## src/rtl/timer_pkg.sv

```systemverilog
// Shared definitions for the countdown timer: state/status codes, the seconds
// limit and the load clamp for seconds.
package timer_pkg;

  localparam logic [1:0] STATUS_IDLE    = 2'b00;
  localparam logic [1:0] STATUS_RUNNING = 2'b01;
  localparam logic [1:0] STATUS_PAUSED  = 2'b10;
  localparam logic [1:0] STATUS_EXPIRED = 2'b11;

  localparam logic [5:0] SEC_MAX = 6'd59;

  // The state encoding is the status code, so status is the state register itself.
  typedef enum logic [1:0] {
    ST_IDLE    = STATUS_IDLE,
    ST_RUNNING = STATUS_RUNNING,
    ST_PAUSED  = STATUS_PAUSED,
    ST_EXPIRED = STATUS_EXPIRED
  } timer_state_e;

  function automatic logic [5:0] clamp_sec(input logic [5:0] sec);
    return (sec > SEC_MAX) ? SEC_MAX : sec;
  endfunction

endpackage

```

## src/rtl/countdown_timer_if.sv

```systemverilog
// Control/preset inputs and time/status outputs of the countdown timer.
interface countdown_timer_if;

  logic       start;
  logic       stop;
  logic       clear;
  logic       load;
  logic [6:0] load_min;
  logic [5:0] load_sec;
  logic [6:0] minutes;
  logic [5:0] seconds;
  logic [1:0] status;
  logic       done;
  logic       alarm;

  modport master (
    output start, stop, clear, load, load_min, load_sec,
    input  minutes, seconds, status, done, alarm
  );

  modport slave (
    input  start, stop, clear, load, load_min, load_sec,
    output minutes, seconds, status, done, alarm
  );

endinterface

```

## src/rtl/sec_down_counter.sv

```systemverilog
// Mod-60 seconds down-counter; borrow flags the 00 -> 59 wrap that should
// take one from the minutes.
module sec_down_counter
  import timer_pkg::*;
(
  input  logic       clk,
  input  logic       rst,
  input  logic       clear,
  input  logic       load,
  input  logic [5:0] load_val,
  input  logic       dec,
  output logic [5:0] count,
  output logic       borrow
);

  always_ff @(posedge clk or posedge rst) begin
    if (rst)
      count <= 6'd0;
    else if (clear)
      count <= 6'd0;
    else if (load)
      count <= clamp_sec(load_val);
    else if (dec)
      count <= (count == 6'd0) ? SEC_MAX : count - 6'd1;
  end

  assign borrow = dec && (count == 6'd0);

endmodule

```

## src/rtl/countdown_timer.sv

```systemverilog
// MM:SS countdown timer: control FSM and minutes register, with the seconds
// digit delegated to sec_down_counter.
module countdown_timer
  import timer_pkg::*;
#(
  parameter int MAX_MIN = 99
) (
  input logic              clk,
  input logic              rst,
  countdown_timer_if.slave bus
);

  localparam logic [6:0] MIN_LIMIT = 7'(MAX_MIN);

  timer_state_e state, next_state;
  logic [6:0]   min_q, min_d;
  logic         done_q, done_d;
  logic         sec_clear, sec_load, sec_dec;
  logic [5:0]   sec_count;
  logic         sec_borrow;
  logic [6:0]   load_min_clamped;
  logic         count_zero, last_second;

  sec_down_counter u_sec (
    .clk      (clk),
    .rst      (rst),
    .clear    (sec_clear),
    .load     (sec_load),
    .load_val (bus.load_sec),
    .dec      (sec_dec),
    .count    (sec_count),
    .borrow   (sec_borrow)
  );

  assign load_min_clamped = (bus.load_min > MIN_LIMIT) ? MIN_LIMIT : bus.load_min;
  assign count_zero       = (min_q == 7'd0) && (sec_count == 6'd0);
  assign last_second      = (min_q == 7'd0) && (sec_count == 6'd1);

  always_ff @(posedge clk or posedge rst) begin
    if (rst) begin
      state  <= ST_IDLE;
      min_q  <= 7'd0;
      done_q <= 1'b0;
    end else begin
      state  <= next_state;
      min_q  <= min_d;
      done_q <= done_d;
    end
  end

  // Priority is clear > load > stop > start in every state.
  always_comb begin
    next_state = state;
    min_d      = min_q;
    done_d     = 1'b0;
    sec_clear  = 1'b0;
    sec_load   = 1'b0;
    sec_dec    = 1'b0;

    if (bus.clear) begin
      next_state = ST_IDLE;
      min_d      = 7'd0;
      sec_clear  = 1'b1;
    end else if (bus.load && (state != ST_RUNNING)) begin
      next_state = ST_IDLE;
      min_d      = load_min_clamped;
      sec_load   = 1'b1;
    end else begin
      case (state)
        ST_IDLE, ST_PAUSED: begin
          if (!bus.stop && bus.start && !count_zero)
            next_state = ST_RUNNING;
        end
        ST_RUNNING: begin
          if (bus.stop) begin
            next_state = ST_PAUSED;
          end else if (count_zero) begin
            next_state = ST_EXPIRED;
          end else begin
            sec_dec = 1'b1;
            if (sec_borrow)
              min_d = min_q - 7'd1;
            // The decrement that lands on 00:00 expires on the same edge.
            if (last_second) begin
              next_state = ST_EXPIRED;
              done_d     = 1'b1;
            end
          end
        end
        ST_EXPIRED: begin
          next_state = ST_EXPIRED;
        end
        default: begin
          next_state = ST_IDLE;
        end
      endcase
    end
  end

  assign bus.minutes = min_q;
  assign bus.seconds = sec_count;
  assign bus.status  = state;
  assign bus.done    = done_q;
  assign bus.alarm   = (state == ST_EXPIRED);

endmodule

```

## src/flat_wrapper.sv

```systemverilog
// flat-port wrapper written by rule: the top's interface ports become plain ports
module countdown_timer_flat import timer_pkg::*;
#(
  parameter int MAX_MIN = 99
)
  (clk, rst, bus_start, bus_stop, bus_clear, bus_load, bus_load_min, bus_load_sec, bus_minutes, bus_seconds, bus_status, bus_done, bus_alarm);
  countdown_timer_if bus_i ();
  input logic clk;
  input logic rst;
  input wire logic [$bits(bus_i.start)-1:0] bus_start;
  input wire logic [$bits(bus_i.stop)-1:0] bus_stop;
  input wire logic [$bits(bus_i.clear)-1:0] bus_clear;
  input wire logic [$bits(bus_i.load)-1:0] bus_load;
  input wire logic [$bits(bus_i.load_min)-1:0] bus_load_min;
  input wire logic [$bits(bus_i.load_sec)-1:0] bus_load_sec;
  output wire logic [$bits(bus_i.minutes)-1:0] bus_minutes;
  output wire logic [$bits(bus_i.seconds)-1:0] bus_seconds;
  output wire logic [$bits(bus_i.status)-1:0] bus_status;
  output wire logic [$bits(bus_i.done)-1:0] bus_done;
  output wire logic [$bits(bus_i.alarm)-1:0] bus_alarm;
  assign bus_i.start = bus_start;
  assign bus_i.stop = bus_stop;
  assign bus_i.clear = bus_clear;
  assign bus_i.load = bus_load;
  assign bus_i.load_min = bus_load_min;
  assign bus_i.load_sec = bus_load_sec;
  assign bus_minutes = bus_i.minutes;
  assign bus_seconds = bus_i.seconds;
  assign bus_status = bus_i.status;
  assign bus_done = bus_i.done;
  assign bus_alarm = bus_i.alarm;
  countdown_timer #(.MAX_MIN(MAX_MIN)) u_core (.clk(clk), .rst(rst), .bus(bus_i));
endmodule
```

## config.mk

```make
export PLATFORM = sky130hd
export DESIGN_NAME = countdown_timer_flat
export DESIGN_NICKNAME = d
export VERILOG_FILES = /design/src/rtl/timer_pkg.sv /design/src/rtl/countdown_timer_if.sv /design/src/rtl/sec_down_counter.sv /design/src/rtl/countdown_timer.sv /design/src/flat_wrapper.sv
export SDC_FILE = /design/constraint.sdc
export NUM_CORES = 1
export LEC_CHECK = 0
export ABC_AREA = 1
export CAP_MARGIN = 20
export CORE_MARGIN = 2
export CORE_UTILIZATION = 48
export DETAILED_ROUTE_END_ITERATION = 7
export PLACE_DENSITY = 0.76
export SLEW_MARGIN = 20
export SYNTH_ARGS = -nofsm -noshare
export SYNTH_HDL_FRONTEND = slang
export SYNTH_SLANG_ARGS = --single-unit
```

## constraint.sdc

```tcl
create_clock -name clk -period 1.7 [get_ports clk]
set_input_delay 0.34 -clock clk [delete_from_list [all_inputs] [get_ports clk]]
set_output_delay 0.34 -clock clk [all_outputs]
set_load 0.1 [all_outputs]
```

==> flow_summary.toml <==
[die]
core_area_um2 = 2734
initial_core_util_pct = 50.07
ios = 36
fp.dieH_um = 57.40
die_x_um = 57.40
rows = 19
floorplan.die_area_um2 = 3295

[critical_path]
worst_setup_path_start_kind = "register"
crit_fanout = 8
reg2reg_depth = 9
critical_path_arrival_ps = 1770
critPathKind = "register to register"
cp.required_ps = 1890
cp-end-kind = "register"

[timing]
fin_tns_setup_ps = 0
holdWs_ps = 353.6
relSlewSlack_pct = 84.58
worst_pin_slew_ps = 231.3
min_period_ps = 1584
min_period_over_period_pct = 93.16
final-hold-violation-count = 0
setup_viol_count_final = 0
slew_viol_final = 0
rsz0062_at_grt = "no"
max_freq_mhz = 631.4
fin_skew_ps = 4.582

[route]
first_pass_iters = 4
antenna_left = 0
drc = 0
drtIter0Drc = 56
via_count = 1407
wl_per_cell_um = 12.47
drt_wl_total_mm = 3.504
via_per_inst = 5.007

[yosys]
synth_cells = 201
ys_warn_count = 0
avgSynthCellArea_um2 = 6.810
seq_area_frac_synth_pct = 29.25
syn_nets = 225
syn_area_um2 = 1369
synth_seq_cells = 16
ys_types = 25

[finish]
antennaDiodeCount = 0
layout-drive-gt1-share_pct = 28.80
final_net_count = 275
final_util_pct = 75.24
area_growth_pct = 50.27

[place]
detailed_place_hpwl_mm = 2.757
io_buffers = 35
globalplace.congestion = 0.9375

[global_routing]
grt.total_usage_pct = 23.39
grt_first_pass_wirelength_mm = 6.161
grt-ovfl-total = 0
antenna_found_initial = 0
grt_pass1_vias = 1405
grt_max_degree = 19

[clock_network]
cts.path.max_buffers = 2
cts.clk_slew.worst_paths_ps = 110
clock_latency_ps = 290
cts_sinks = 16
root_buffer = "clkbuf_4"
numCtsBuffers = 3
holdBufCountCts = 0
cts_tree = "yes"
h-tree-depth = 1

[power_and_ir_drop]
p_leak_nw = 1.030
pwr_density_cell_nw_per_um2 = 1524
power_mw = 3.135
ir_worst_vdd_v = 0.001399

[hold_path]
worstHoldPathType = "input pin to async pin"

[run_status]
status = "completed"

[flow_run]
drv_cap = 0
stage by stage:
step	cells	cell area, um^2	setup slack [ps]
after CTS	281	2054	84.98
after floorplan	201	1394	15.33
after global routing	281	2057	20.84
after global placement	277	2028	103.3
final	281	2057	116.3
after detailed placement	277	2028	68.17
final cells by class:
cell class | instances | area [um^2]
multi-input combinational | 155 | 835.8
fill | 193 | 676.9
timing repair buffer | 47 | 623.1
sequential | 16 | 421.7
inverter | 28 | 111.4
tap | 31 | 38.79
clock buffer | 4 | 26.28
worst paths after layout:
check                                                  start                                 to  slack (ps)
max                        u_core.u_sec.count[1]$_DFFE_PP0P_  u_core.bus.minutes[0]$_DFFE_PP0P_         120
min                                                      rst          u_core.bus.done$_DFF_PP0_         350
max reg2reg                u_core.u_sec.count[1]$_DFFE_PP0P_  u_core.bus.minutes[0]$_DFFE_PP0P_         120
min reg2reg                 u_core.bus.status[1]$_DFFE_PP0P_   u_core.bus.status[1]$_DFFE_PP0P_         570
max in group asynchronous                                rst  u_core.u_sec.count[1]$_DFFE_PP0P_        1130
min in group clk            u_core.bus.status[1]$_DFFE_PP0P_   u_core.bus.status[1]$_DFFE_PP0P_         570
per-layer routing:
metal | GRT usage, % | part of all wire [%]
met2 | 36.36 | 48
met1 | 33.47 | 45
met5 | 0 | 0
met4 | 7.641 | 0.80
met3 | 3.175 | 6.4
critical path, cell delays in order (launching register included):
cell	delay, ps
dfrtp_4	520
inv_2	70
ha_1	200
nand2_2	110
nor2_8	140
nand2_4	90
nand3_4	120
nand2_4	100
nand2_1	80
nand2_1	50
logic make-up (layout without fill, tap and decap cells):
| logic type | Yosys count | in the layout | synth area share [%] |
|---|---|---|---|
| simple gates | 130 | 130 | 46.71 |
| buf+inv | 30 | 79 | 9.873 |
| compound gates | 17 | 17 | 7.678 |
| flops | 16 | 16 | 29.25 |
| fa+ha+maj | 5 | 5 | 4.570 |
| xor+xnor | 3 | 3 | 1.920 |
state kept, by name (all words and copies together), names as in the netlist:
| name | cells |
|---|---|
| u_core.bus.status | 2 |
| u_core.bus.minutes | 7 |
| u_core.u_sec.count | 6 |
| u_core.bus.done | 1 |
layout by cell type (no fill, tap or decap):
cell,count
a21boi_0,1
a22oi_1,1
buf_12,18
buf_4,11
clkbuf_1,1
clkbuf_4,3
clkdlybuf4s50_1,18
clkinvlp_4,1
dfrtp_1,3
dfrtp_2,11
dfrtp_4,2
ha_1,5
inv_1,22
inv_2,4
inv_4,1
nand2_1,76
nand2_2,1
nand2_4,7
nand3_1,21
nand3_2,2
nand3_4,1
nand4_1,2
nor2_1,12
nor2_2,3
nor2_4,2
nor2_8,1
nor3_1,2
o21ai_0,8
o21ai_1,3
o21ai_2,4
xnor2_1,1
xor2_1,2
cell usage after synthesis:
library cell,count,area [um^2]
nor2_4,2,22.52
nand2_1,77,289.0
nor2_1,12,45.04
nand2_4,7,78.83
nand3_1,21,105.1
o21ai_2,4,35.03
dfrtp_1,16,400.4
a21boi_0,1,7.510
nand3_4,1,17.52
inv_4,1,6.260
inv_2,2,7.510
nor2_2,3,18.77
xnor2_1,1,8.760
buf_4,1,7.510
ha_1,5,62.56
nand3_2,2,20.02
buf_12,1,20.02
nor2_8,1,20.02
o21ai_0,8,40.04
a22oi_1,1,7.510
nor3_1,2,10.01
nand4_1,2,12.51
xor2_1,2,17.52
o21ai_1,3,15.01
inv_1,25,93.84
timing repair:
item,in CTS,in global routing
buffers inserted,0,0
endpoints found under the hold margin,0,0
endpoints found under the setup margin,0,1
gates resized for setup,0,1
report_power, final:
| part | internal (mW) | switching, mW | total (mW) |
|---|---|---|---|
| registers | 0.503 | 0.197 | 0.700 |
| clock network | 0.0912 | 0.138 | 0.229 |
| logic | 0.792 | 1.41 | 2.21 |
| total | 1.39 | 1.75 | 3.14 |
Note: power is estimated with default switching activity, not from simulation.
